$ cat config.mk
export PLATFORM = sky130hd
export DESIGN_NAME = dct_quant_zigzag_flat
export DESIGN_NICKNAME = d
export VERILOG_FILES = /design/src/rtl/jpeg_pkg.sv /design/src/rtl/dct_quant_zigzag_if.sv /design/src/rtl/dct_quant_zigzag_quant_mul.sv /design/src/rtl/dct_quant_zigzag.sv /design/src/flat_wrapper.sv
export SDC_FILE = /design/constraint.sdc
export NUM_CORES = 1
export LEC_CHECK = 0
export ABC_CLOCK_PERIOD_IN_PS = 18100
export CAP_MARGIN = 20
export CORE_ASPECT_RATIO = 1.25
export CORE_MARGIN = 1.5
export CORE_UTILIZATION = 30
export DETAILED_ROUTE_END_ITERATION = 6
export DONT_BUFFER_PORTS = 1
export HOLD_SLACK_MARGIN = 0.12
export SLEW_MARGIN = 20
export SYNTH_ARGS = -nofsm -noshare
export SYNTH_HDL_FRONTEND = slang
export SYNTH_SLANG_ARGS = --single-unit
$ cat constraint.sdc
create_clock -name clock -period 18.1 [get_ports clock]
set_input_delay 3.62 -clock clock [delete_from_list [all_inputs] [get_ports clock]]
set_output_delay 3.62 -clock clock [all_outputs]
set_load 0.01 [all_outputs]
$ cat src/rtl/jpeg_pkg.sv
// Shared constants for the DCT quantize/zigzag stage.
//   ZZ            : zigzag position -> raster index (row*8 + col)
//   Q_LUMA/CHROMA : JPEG Annex K quality-50 quantizer tables, raster order
//   RECIP_*       : round(2^16 / Q) per raster index, folded at elaboration
//   state_t       : block FSM encoding
package jpeg_pkg;

  localparam int unsigned COEF_W_DEFAULT  = 8;
  localparam int unsigned RECIP_W_DEFAULT = 16;

  typedef enum logic [1:0] {S_IDLE, S_RUN, S_DRAIN} state_t;

  localparam int unsigned ZZ [0:63] = '{
     0,  1,  8, 16,  9,  2,  3, 10,
    17, 24, 32, 25, 18, 11,  4,  5,
    12, 19, 26, 33, 40, 48, 41, 34,
    27, 20, 13,  6,  7, 14, 21, 28,
    35, 42, 49, 56, 57, 50, 43, 36,
    29, 22, 15, 23, 30, 37, 44, 51,
    58, 59, 52, 45, 38, 31, 39, 46,
    53, 60, 61, 54, 47, 55, 62, 63
  };

  localparam int unsigned Q_LUMA [0:63] = '{
    16,  11,  10,  16,  24,  40,  51,  61,
    12,  12,  14,  19,  26,  58,  60,  55,
    14,  13,  16,  24,  40,  57,  69,  56,
    14,  17,  22,  29,  51,  87,  80,  62,
    18,  22,  37,  56,  68, 109, 103,  77,
    24,  35,  55,  64,  81, 104, 113,  92,
    49,  64,  78,  87, 103, 121, 120, 101,
    72,  92,  95,  98, 112, 100, 103,  99
  };

  localparam int unsigned Q_CHROMA [0:63] = '{
    17,  18,  24,  47,  99,  99,  99,  99,
    18,  21,  26,  66,  99,  99,  99,  99,
    24,  26,  56,  99,  99,  99,  99,  99,
    47,  66,  99,  99,  99,  99,  99,  99,
    99,  99,  99,  99,  99,  99,  99,  99,
    99,  99,  99,  99,  99,  99,  99,  99,
    99,  99,  99,  99,  99,  99,  99,  99,
    99,  99,  99,  99,  99,  99,  99,  99
  };

  // Round-to-nearest reciprocal; only evaluated on constants.
  function automatic int unsigned rcp(input int unsigned q);
    return ((32'd1 << RECIP_W_DEFAULT) + q / 32'd2) / q;
  endfunction

  localparam int unsigned RECIP_LUMA [0:63] = '{
    rcp(Q_LUMA[ 0]), rcp(Q_LUMA[ 1]), rcp(Q_LUMA[ 2]), rcp(Q_LUMA[ 3]), rcp(Q_LUMA[ 4]), rcp(Q_LUMA[ 5]), rcp(Q_LUMA[ 6]), rcp(Q_LUMA[ 7]),
    rcp(Q_LUMA[ 8]), rcp(Q_LUMA[ 9]), rcp(Q_LUMA[10]), rcp(Q_LUMA[11]), rcp(Q_LUMA[12]), rcp(Q_LUMA[13]), rcp(Q_LUMA[14]), rcp(Q_LUMA[15]),
    rcp(Q_LUMA[16]), rcp(Q_LUMA[17]), rcp(Q_LUMA[18]), rcp(Q_LUMA[19]), rcp(Q_LUMA[20]), rcp(Q_LUMA[21]), rcp(Q_LUMA[22]), rcp(Q_LUMA[23]),
    rcp(Q_LUMA[24]), rcp(Q_LUMA[25]), rcp(Q_LUMA[26]), rcp(Q_LUMA[27]), rcp(Q_LUMA[28]), rcp(Q_LUMA[29]), rcp(Q_LUMA[30]), rcp(Q_LUMA[31]),
    rcp(Q_LUMA[32]), rcp(Q_LUMA[33]), rcp(Q_LUMA[34]), rcp(Q_LUMA[35]), rcp(Q_LUMA[36]), rcp(Q_LUMA[37]), rcp(Q_LUMA[38]), rcp(Q_LUMA[39]),
    rcp(Q_LUMA[40]), rcp(Q_LUMA[41]), rcp(Q_LUMA[42]), rcp(Q_LUMA[43]), rcp(Q_LUMA[44]), rcp(Q_LUMA[45]), rcp(Q_LUMA[46]), rcp(Q_LUMA[47]),
    rcp(Q_LUMA[48]), rcp(Q_LUMA[49]), rcp(Q_LUMA[50]), rcp(Q_LUMA[51]), rcp(Q_LUMA[52]), rcp(Q_LUMA[53]), rcp(Q_LUMA[54]), rcp(Q_LUMA[55]),
    rcp(Q_LUMA[56]), rcp(Q_LUMA[57]), rcp(Q_LUMA[58]), rcp(Q_LUMA[59]), rcp(Q_LUMA[60]), rcp(Q_LUMA[61]), rcp(Q_LUMA[62]), rcp(Q_LUMA[63])
  };

  localparam int unsigned RECIP_CHROMA [0:63] = '{
    rcp(Q_CHROMA[ 0]), rcp(Q_CHROMA[ 1]), rcp(Q_CHROMA[ 2]), rcp(Q_CHROMA[ 3]), rcp(Q_CHROMA[ 4]), rcp(Q_CHROMA[ 5]), rcp(Q_CHROMA[ 6]), rcp(Q_CHROMA[ 7]),
    rcp(Q_CHROMA[ 8]), rcp(Q_CHROMA[ 9]), rcp(Q_CHROMA[10]), rcp(Q_CHROMA[11]), rcp(Q_CHROMA[12]), rcp(Q_CHROMA[13]), rcp(Q_CHROMA[14]), rcp(Q_CHROMA[15]),
    rcp(Q_CHROMA[16]), rcp(Q_CHROMA[17]), rcp(Q_CHROMA[18]), rcp(Q_CHROMA[19]), rcp(Q_CHROMA[20]), rcp(Q_CHROMA[21]), rcp(Q_CHROMA[22]), rcp(Q_CHROMA[23]),
    rcp(Q_CHROMA[24]), rcp(Q_CHROMA[25]), rcp(Q_CHROMA[26]), rcp(Q_CHROMA[27]), rcp(Q_CHROMA[28]), rcp(Q_CHROMA[29]), rcp(Q_CHROMA[30]), rcp(Q_CHROMA[31]),
    rcp(Q_CHROMA[32]), rcp(Q_CHROMA[33]), rcp(Q_CHROMA[34]), rcp(Q_CHROMA[35]), rcp(Q_CHROMA[36]), rcp(Q_CHROMA[37]), rcp(Q_CHROMA[38]), rcp(Q_CHROMA[39]),
    rcp(Q_CHROMA[40]), rcp(Q_CHROMA[41]), rcp(Q_CHROMA[42]), rcp(Q_CHROMA[43]), rcp(Q_CHROMA[44]), rcp(Q_CHROMA[45]), rcp(Q_CHROMA[46]), rcp(Q_CHROMA[47]),
    rcp(Q_CHROMA[48]), rcp(Q_CHROMA[49]), rcp(Q_CHROMA[50]), rcp(Q_CHROMA[51]), rcp(Q_CHROMA[52]), rcp(Q_CHROMA[53]), rcp(Q_CHROMA[54]), rcp(Q_CHROMA[55]),
    rcp(Q_CHROMA[56]), rcp(Q_CHROMA[57]), rcp(Q_CHROMA[58]), rcp(Q_CHROMA[59]), rcp(Q_CHROMA[60]), rcp(Q_CHROMA[61]), rcp(Q_CHROMA[62]), rcp(Q_CHROMA[63])
  };

endpackage

$ cat src/rtl/dct_quant_zigzag_if.sv
// Block-in / stream-out handshake bundle for dct_quant_zigzag.
//   in_valid/in_ready/qsel/coef_in[0:63] : parallel 8x8 block, row-major
//   out_valid/out_ready/out_data/out_pos/out_last : zigzag serial stream
// master = upstream producer + downstream consumer side, slave = the stage.
interface dct_quant_zigzag_if
  import jpeg_pkg::*;
#(
  parameter int unsigned COEF_W = COEF_W_DEFAULT
);
  logic                     in_valid;
  logic                     in_ready;
  logic                     qsel;
  logic signed [COEF_W-1:0] coef_in [0:63];
  logic                     out_valid;
  logic                     out_ready;
  logic signed [COEF_W-1:0] out_data;
  logic [5:0]               out_pos;
  logic                     out_last;

  modport master (
    output in_valid, qsel, coef_in, out_ready,
    input  in_ready, out_valid, out_data, out_pos, out_last
  );

  modport slave (
    input  in_valid, qsel, coef_in, out_ready,
    output in_ready, out_valid, out_data, out_pos, out_last
  );
endinterface

$ cat src/rtl/dct_quant_zigzag_quant_mul.sv
// Combinational reciprocal quantizer for one coefficient.
//   coef  : signed input coefficient
//   recip : round(2^RECIP_W / Q) for this coefficient's position
//   q     : signed quantized value, round-half-up on magnitude
module quant_mul #(
  parameter int unsigned COEF_W  = 8,
  parameter int unsigned RECIP_W = 16
) (
  input  logic signed [COEF_W-1:0]  coef,
  input  logic        [RECIP_W-1:0] recip,
  output logic signed [COEF_W-1:0]  q
);
  localparam int unsigned PROD_W = COEF_W + RECIP_W;
  localparam logic [PROD_W:0] HALF    = (PROD_W+1)'(1) << (RECIP_W - 1);
  localparam logic [PROD_W:0] POS_MAX = (PROD_W+1)'({(COEF_W-1){1'b1}});
  localparam logic [PROD_W:0] NEG_MAX = (PROD_W+1)'(1) << (COEF_W - 1);

  logic              neg;
  logic [COEF_W-1:0] mag;
  logic [PROD_W-1:0] prod;
  logic [PROD_W:0]   rounded;
  logic [PROD_W:0]   q_mag;

  always_comb begin
    neg = coef[COEF_W-1];
    // Unsigned magnitude so the most negative input maps to 2^(COEF_W-1).
    mag     = neg ? $unsigned(-coef) : $unsigned(coef);
    prod    = PROD_W'(mag) * PROD_W'(recip);
    rounded = (PROD_W+1)'(prod) + HALF;
    q_mag   = rounded >> RECIP_W;
    if (neg) begin
      q = (q_mag > NEG_MAX) ? $signed(COEF_W'(NEG_MAX)) : -$signed(COEF_W'(q_mag));
    end else begin
      q = (q_mag > POS_MAX) ? $signed(COEF_W'(POS_MAX)) : $signed(COEF_W'(q_mag));
    end
  end
endmodule

$ cat src/rtl/dct_quant_zigzag.sv
// Captures one 8x8 DCT block, quantizes each coefficient against the luma
// or chroma table and streams the results in JPEG zigzag order.
//   clock, reset : system clock, asynchronous active-high reset
//   io (slave)   : block input handshake and zigzag output stream
//   busy         : high while a block is held (RUN or DRAIN)
module dct_quant_zigzag
  import jpeg_pkg::*;
#(
  parameter int unsigned COEF_W  = COEF_W_DEFAULT,
  parameter int unsigned RECIP_W = RECIP_W_DEFAULT
) (
  input  logic                clock,
  input  logic                reset,
  dct_quant_zigzag_if.slave   io,
  output logic                busy
);
  state_t                   state, state_next;
  logic signed [COEF_W-1:0] coef_buf [0:63];
  logic                     sel;
  logic [5:0]               k;
  logic                     load, issue, retire, advance;
  logic [5:0]               raster;
  logic [RECIP_W-1:0]       recip;
  logic signed [COEF_W-1:0] q;

  always_ff @(posedge clock or posedge reset) begin
    if (reset) state <= S_IDLE;
    else       state <= state_next;
  end

  always_comb begin
    state_next  = state;
    load        = 1'b0;
    issue       = 1'b0;
    retire      = 1'b0;
    io.in_ready = 1'b0;
    // Output register may be refilled whenever it is empty or being taken.
    advance     = !io.out_valid || io.out_ready;
    case (state)
      S_IDLE: begin
        io.in_ready = 1'b1;
        if (io.in_valid) begin
          load       = 1'b1;
          state_next = S_RUN;
        end
      end
      S_RUN: begin
        if (advance) begin
          issue = 1'b1;
          if (k == 6'd63) state_next = S_DRAIN;
        end
      end
      S_DRAIN: begin
        if (io.out_valid && io.out_ready) begin
          retire     = 1'b1;
          state_next = S_IDLE;
        end
      end
      default: state_next = S_IDLE;
    endcase
    busy = (state != S_IDLE);
  end

  always_ff @(posedge clock) begin
    if (load) coef_buf <= io.coef_in;
  end

  always_comb begin
    raster = 6'(ZZ[k]);
    recip  = sel ? RECIP_W'(RECIP_CHROMA[raster]) : RECIP_W'(RECIP_LUMA[raster]);
  end

  quant_mul #(
    .COEF_W (COEF_W),
    .RECIP_W(RECIP_W)
  ) u_quant (
    .coef (coef_buf[raster]),
    .recip(recip),
    .q    (q)
  );

  always_ff @(posedge clock or posedge reset) begin
    if (reset) begin
      sel          <= 1'b0;
      k            <= '0;
      io.out_valid <= 1'b0;
      io.out_data  <= '0;
      io.out_pos   <= '0;
      io.out_last  <= 1'b0;
    end else begin
      if (load) begin
        sel <= io.qsel;
        k   <= '0;
      end
      if (issue) begin
        io.out_data  <= q;
        io.out_pos   <= k;
        io.out_last  <= (k == 6'd63);
        io.out_valid <= 1'b1;
        k            <= k + 6'd1;
      end
      if (retire) io.out_valid <= 1'b0;
    end
  end
endmodule

$ cat src/flat_wrapper.sv
// flat-port wrapper written by rule: the top's interface ports become plain ports
module dct_quant_zigzag_flat import jpeg_pkg::*;
#(
  parameter int unsigned COEF_W  = COEF_W_DEFAULT,
  parameter int unsigned RECIP_W = RECIP_W_DEFAULT
)
  (clock, reset, busy, io_in_valid, io_qsel, io_coef_in, io_out_ready, io_in_ready, io_out_valid, io_out_data, io_out_pos, io_out_last);
  dct_quant_zigzag_if #(.COEF_W(COEF_W)) io_i ();
  input  logic clock;
  input  logic reset;
  output logic busy;
  input wire logic [$bits(io_i.in_valid)-1:0] io_in_valid;
  input wire logic [$bits(io_i.qsel)-1:0] io_qsel;
  input wire logic [$bits(io_i.coef_in)-1:0] io_coef_in;
  input wire logic [$bits(io_i.out_ready)-1:0] io_out_ready;
  output wire logic [$bits(io_i.in_ready)-1:0] io_in_ready;
  output wire logic [$bits(io_i.out_valid)-1:0] io_out_valid;
  output wire logic [$bits(io_i.out_data)-1:0] io_out_data;
  output wire logic [$bits(io_i.out_pos)-1:0] io_out_pos;
  output wire logic [$bits(io_i.out_last)-1:0] io_out_last;
  assign io_i.in_valid = io_in_valid;
  assign io_i.qsel = io_qsel;
  assign io_i.coef_in = {>>{io_coef_in}};
  assign io_i.out_ready = io_out_ready;
  assign io_in_ready = io_i.in_ready;
  assign io_out_valid = io_i.out_valid;
  assign io_out_data = io_i.out_data;
  assign io_out_pos = io_i.out_pos;
  assign io_out_last = io_i.out_last;
  dct_quant_zigzag #(.COEF_W(COEF_W), .RECIP_W(RECIP_W)) u_core (.clock(clock), .reset(reset), .io(io_i), .busy(busy));
endmodule
# Yosys cells after proc, flatten, opt, wreduce, memory -nomap -nowiden
# Memories as Yosys holds them, arrays and structs flattened.
# Cells that the tools add are included.
[classes]
n_addsub = 4
bitwise = 2
mux = 30
eq_ne = 7
mul = 1
n_lt_le_gt_ge = 4
reduce_logical = 8
[op_table]
columns = ["cell", "count"]
rows = [
  ["16-bit 2-to-1 mux", 5],
  ["8-bit binary-select mux with 6-bit select", 1],
  ["8-bit 2-to-1 mux", 6],
  ["24-bit by 16-bit adder with 25-bit output, second input constant", 1],
  ["8-bit by 16-bit multiplier with 24-bit output", 1],
  ["6-bit 2-to-1 mux", 4],
  ["8-bit negation", 2],
  ["7-bit >= comparator, second input constant", 2],
  ["6-bit NOT with 7-bit output", 2],
  ["9-bit by 7-bit > comparator with 1-bit output, second input constant", 1],
  ["9-bit by 8-bit > comparator with 1-bit output, second input constant", 1],
  ["1-bit 2-to-1 mux", 9],
  ["2-bit 2-to-1 mux", 4],
  ["6-bit by 1-bit adder with 6-bit output, second input constant", 1],
  ["6-bit == test, second input constant", 1],
  ["2-bit by 1-bit != test with 1-bit output, second input constant", 3],
  ["2-bit case mux with 3 select lines", 1],
  ["2-bit nonzero test", 3],
  ["4-bit AND reduction", 1],
  ["2-bit by 1-bit == test with 1-bit output, second input constant", 1],
  ["2-bit == test, second input constant", 1],
  ["2-bit logical NOT", 1],
  ["2-bit != test, second input constant", 1],
  ["1-bit logical AND", 1],
  ["2 further kinds", 2],
]
[word_totals]
inputBits = 517
reg_bits = 537
n_memories = 3
wordCells = 130
output_inout_bits = 18
romBits = 6144
[memory_table]
columns = ["name", "words", "word_bits", "rd", "rd_clocked_by_memory_dff", "wr", "line", "rtl"]
rows = [
  ["(name not given)", 64, 32, 1, 0, 0, "dct_quant_zigzag.sv:69", "raster = 6'(ZZ[k]);"],
  ["(name not given)", 64, 32, 1, 0, 0, "dct_quant_zigzag.sv:70", "recip = sel ? RECIP_W'(RECIP_CHROMA[raster]) : RECIP_W'(RECIP_LUMA[raster]);"],
  ["(name not given)", 64, 32, 1, 0, 0, "dct_quant_zigzag.sv:70", ""],
]

# Depth between registers and ports, before layout
[logic_depth]
depth_word = 15
depth_mapped = 50
mapped_depth_nobuf = 44

# Cells and area by module
# A second synthesis with hierarchy kept.
[unflattened]
cells_unflattened = 2544
area_unflattened_um2 = 28691.3
[modules_own_cells]
columns = ["mod", "seq_area_each_um2", "cells_per_inst", "instances", "area_per_inst_um2"]
rows = [
  ["dct_quant_zigzag", 16000.3, 1975, 1, 23869.1],
  ["quant_mul", 0.0, 569, 1, 4822.1],
]

# Least setup slack after synthesis
# OpenSTA, ideal clock, no wires.
[synth_timing]
path_kind = "input to register"
startpoint = "input port io_in_valid"
endpoint = "register u_core.k[4]"
required_time_ns = 17.959
n_path_buf = 0
arrival_ns = 14.875
setup_slack_ns = 3.084
setup_time_ns = 0.141
path_stages = 5
cell_sequence = "nand2_1 -> inv_1 -> nor2_1 -> o21ai_0 -> o31ai_1"
[synth_between]
elab_chain_len = 3
[synth_lines]
columns = ["item", "line", "rtl"]
rows = [
  ["start, declared", "flat_wrapper.sv:12", "input wire logic [$bits(io_i.in_valid)-1:0] io_in_valid;"],
  ["1-bit 2-to-1 mux", "dct_quant_zigzag.sv:42", "if (io.in_valid) begin"],
  ["1-bit 2-to-1 mux", "dct_quant_zigzag.sv:39", "case (state)"],
  ["via u_core.load", "dct_quant_zigzag.sv:21", "logic load, issue, retire, advance;"],
  ["2-bit nonzero test (no source line)", "n/a", ""],
  ["end signal, assigned", "dct_quant_zigzag.sv:100", "k <= k + 6'd1;"],
  ["end, declared", "dct_quant_zigzag.sv:20", "logic [5:0] k;"],
]
# The timed path passes the listed nets, and every way through them passes these cells.
# A chain may end at the register's enable or synchronous reset.

# Worst setup path in the final report
[layout_timing]
startpoint = "register u_core.k[0]"
endpoint = "register u_core.io.out_data[6]"
[layout_between]
elab_chain_len = 15
word_cells_on_any_way = 25
classes_between = "add/sub (3); mul (1); order compare (2); mux (14); bitwise (2); memory (3)"
[layout_lines]
columns = ["item", "line", "rtl"]
rows = [
  ["6-bit NOT with 7-bit output (implied by the code) (*)", "dct_quant_zigzag.sv:69", ""],
  ["memory 64 x 32 bit (*)", "n/a", ""],
  ["6-bit 2-to-1 mux (implied by the code) (*) (2 in a row)", "dct_quant_zigzag.sv:69", ""],
  ["6-bit NOT with 7-bit output (implied by the code) (*)", "dct_quant_zigzag.sv:70, dct_quant_zigzag.sv:77", ""],
  ["8-bit binary-select mux with 6-bit select", "dct_quant_zigzag.sv:77", ".coef (coef_buf[raster]),"],
  ["8-bit 2-to-1 mux (implied by the code) (2 in a row)", "dct_quant_zigzag.sv:77", ""],
  ["8-bit negation", "dct_quant_zigzag_quant_mul.sv:27", "mag = neg ? $unsigned(-coef) : $unsigned(coef);"],
  ["8-bit 2-to-1 mux", "dct_quant_zigzag_quant_mul.sv:27", ""],
  ["8-bit by 16-bit multiplier with 24-bit output", "dct_quant_zigzag_quant_mul.sv:28", "prod = PROD_W'(mag) * PROD_W'(recip);"],
  ["24-bit by 16-bit adder with 25-bit output", "dct_quant_zigzag_quant_mul.sv:29", "rounded = (PROD_W+1)'(prod) + HALF;"],
  ["8-bit negation (tied with other cells)", "dct_quant_zigzag_quant_mul.sv:32", "q = (q_mag > NEG_MAX) ? $signed(COEF_W'(NEG_MAX)) : -$signed(COEF_W'(q_mag));"],
  ["8-bit 2-to-1 mux, on equally long branches", "dct_quant_zigzag_quant_mul.sv:32, dct_quant_zigzag_quant_mul.sv:34", ""],
  ["8-bit 2-to-1 mux (*)", "dct_quant_zigzag_quant_mul.sv:31", "if (neg) begin"],
  ["end signal, assigned", "dct_quant_zigzag.sv:96", "io.out_data <= q;"],
  ["end, declared", "dct_quant_zigzag_if.sv:27", "output in_ready, out_valid, out_data, out_pos, out_last"],
]
# Every way passes the cells marked *; elsewhere a longest branch is shown, timed or not. The select of a mux whose other input is x is not followed.

==> out/results.ini <==
[outcome]
status=complete, no violations

[synthesis]
synth_top_area_share_pct=56.3
ys_seq_elements=537
synth_fa_ha_area_share_pct=8.21
seq_area_frac_synth_pct=58.6
synth_xor_area_share_pct=0.477
avgSynthCellArea_um2=12.3
synth_edf_count=512
synthTopCellsByArea=edfxtp_1 (56%), nand2_1 (5.9%), mux2i_1 (4.8%)
ys_warn_count=0
synth-simple-area-share_pct=12.7
netlist.top_cell.by_area=edfxtp_1
synth_mux_area_share_pct=5.67
synth_top_family_by_area=simple AND/OR/NAND/NOR gates
synth_area_um2=27300
async_reset_ff_share_pct=4.66
syn_nets=2874
synth_compound_area_share_pct=9.49
ys_types=94
synth_cells=2217
synthFlopType=edfxtp_1

[sta]
finalHoldViolations=0
finalWorstPathRequiredPeriod_ns=11.76
period_share_pct=65.0
tightestPinTransition_ns=1.19
setup_viol=0
tns_ns=0
fmax_mhz=85.0
slew_headroom_pct=20.8
slew_viol_final=0
finClkSkew_ns=0.0229
rsz0062_at_grt=false

[setup_path]
startpoint_type=register
crit_type=register to register
cp.arrival_ns=12.22
crit_path_max_fanout=47
r2r_start=u_core.k[0]$_DFFE_PP0P_
max_stage_delay_ns=0.70
reg2reg_depth=41
cp.required_ns=18.56
r2r_slack_ns=6.34
r2r-end=u_core.io.out_data[6]$_DFFE_PP0P_
crit_slowest_cell=nor2_4
end_kind=register

[final_layout]
drive_gt1_share_pct=7.90
final_nets=2827
area_growth_syn_to_layout_pct=10.1
final-seq-area_um2=16000
num-fill-cells=8944
multiInputGateArea_um2=10000

[route]
first_iter_violations=1689
routed_wl_um=90500
first_pass_iters=5
num_vias=18000
ant_nets=0
post_drt_wl_per_cell_um=26.5
vias_per_cell=5.25
post-route-drc-count=0

[clock_network]
path_clk_slew_ns=0.06
cts_buffers=52
clockBufferDepth=3
post_cts_buffers=0
cts_sinks=537
cts_tree=yes
cts_resized=0
root_buffer=clkbuf_16
cts_hold_buf=0
insertion_delay_ns=0.64
cts_max_level=2

[grt]
busiest_layer=met2
overflow=0
grt_max_degree=219
antenna_found_initial=26
met3_usage_pct=4.02
grt_usage_pct=19.0
grt_pass1_wl_um=128000
grt.met2_usage_pct=34.6
use_met1_pct=21.6
grt_pass1_vias=18200

[min_path]
whs_endpoint=u_core.state[0]$_DFFE_PP0P_
holdPathStages=1
hp-class=register to register
hp-start=u_core.state[1]$_DFFE_PP0P_

[floorplan]
start_util_pct=30.3
chipWidth_um=273
die_area_um2=92800
die_y_um=340
ios=535
core.rowCount=123
fp.coreArea_um2=90000

[flow_run]
cap_violations=0

[place]
portBuffers=0
place_congestion=0.911
dp_hpwl_um=66600

layer usage:
metal / part of all wire [%] / routed length [um]
met1: 37 / 33900
met4: 3.1 / 2800
met3: 6.4 / 5780
met5: 0.19 / 175
met2: 53 / 47900
cell families (layout without fill, tap and decap cells):
logic type               after synthesis  in the layout
multiplexers                         143            143
flip-flops                           537            537
buffers and inverters                245            242
AO/OA/AOI/OAI                        357            357
AND/OR/NAND/NOR                      781            781
other                                  0             18
adder cells (fa/ha/maj)              140            140
XOR/XNOR                              14             14
sequential cells by signal (all words and copies together) (netlist names):
register and cells:
u_core.sel 1, u_core.k 6, u_core.coef_buf 512, u_core.io.out_data 8, u_core.io.out_last 1, u_core.io.out_pos 6, u_core.state 2, u_core.io.out_valid 1
area by class of cell:
cell class / count / share of cell area (%)
antenna: 18 / 0.150
clock buffer: 63 / 4.47
clock inverter: 35 / 1.24
inverter: 103 / 1.34
multi-input combinational: 1435 / 33.4
sequential: 537 / 53.3
tap: 1187 / 4.94
timing repair buffer: 41 / 1.20
placed cells by master (no fill, tap or decap), types with 23 or more instances in the layout:
cell	n
a21oi_1	66
a311oi_1	44
a31oi_1	26
a32oi_1	23
and3_1	47
buf_4	37
clkbuf_16	52
dfrtp_1	25
edfxtp_1	512
fa_1	65
ha_1	75
inv_1	98
mux2i_1	131
nand2_1	427
nand3_1	70
nor2_1	118
o21ai_0	64
synthesized netlist by cell type (8+ instances only):
library cell,instances
a32oi_1,23
fa_1,65
nand2_1,427
o22ai_1,9
nor3_1,14
nand4_1,18
clkbuf_1,26
nand3_1,71
o21ai_0,64
mux2i_1,131
nor2b_1,14
o31ai_1,10
dfrtp_1,25
nand2b_1,14
xnor2_1,10
o211ai_1,10
buf_4,31
a211oi_1,8
buf_6,18
and3_1,48
nor2_1,122
a22oi_1,8
edfxtp_1,512
inv_1,99
a31oi_1,26
buf_2,58
a21o_1,10
ha_1,75
a311oi_1,44
a21oi_1,66
how the worst max path moves through the flow:
stage | slack, ns | endpoint | cells past startpoint | startpoint
3_5_place_dp | 6.29 | u_core.io.out_data[6]$_DFFE_PP0P_ | 41 | u_core.k[0]$_DFFE_PP0P_
5_1_grt | 5.68 | u_core.io.out_data[6]$_DFFE_PP0P_ | 41 | u_core.k[0]$_DFFE_PP0P_
2_1_floorplan | 3.08 | u_core.k[4]$_DFFE_PP0P_ | 5 | io_in_valid
3_3_place_gp | 6.46 | u_core.io.out_data[6]$_DFFE_PP0P_ | 41 | u_core.k[0]$_DFFE_PP0P_
6_report | 6.34 | u_core.io.out_data[6]$_DFFE_PP0P_ | 41 | u_core.k[0]$_DFFE_PP0P_
4_1_cts | 6.24 | u_core.io.out_data[6]$_DFFE_PP0P_ | 41 | u_core.k[0]$_DFFE_PP0P_
worst max-delay path, delay by kind of cell (launching register included):
kind / cells / cell delay [ns]
muxes: 1 / 0.06
xor gates and xnor gates: 2 / 0.43
AOI/OAI and AO/OA: 16 / 3.32
buffers and inverters: 7 / 1.30
and+or+nand+nor: 7 / 2.53
DFF: 1 / 0.68
adders and majority gates: 8 / 3.14
per-stage QoR:
| step | area [um^2] | cells | util [%] | setup WS [ns] | hold slack (ns) |
|---|---|---|---|---|---|
| floorplan | 27300 | 2217 | - | 3.08 | 0.478 |
| global placement | 28200 | 3301 | 31.4 | 6.46 | 0.501 |
| detailed placement | 28200 | 3302 | 31.4 | 6.29 | 0.529 |
| CTS | 30000 | 3400 | 33.3 | 6.24 | 0.535 |
| global route | 30000 | 3414 | 33.3 | 5.68 | 0.573 |
| finish | 30000 | 3419 | 33.4 | 6.34 | 0.542 |
Power is not shown: default switching activity piles up to over one toggle a cycle in this logic, so the estimate is an artifact.
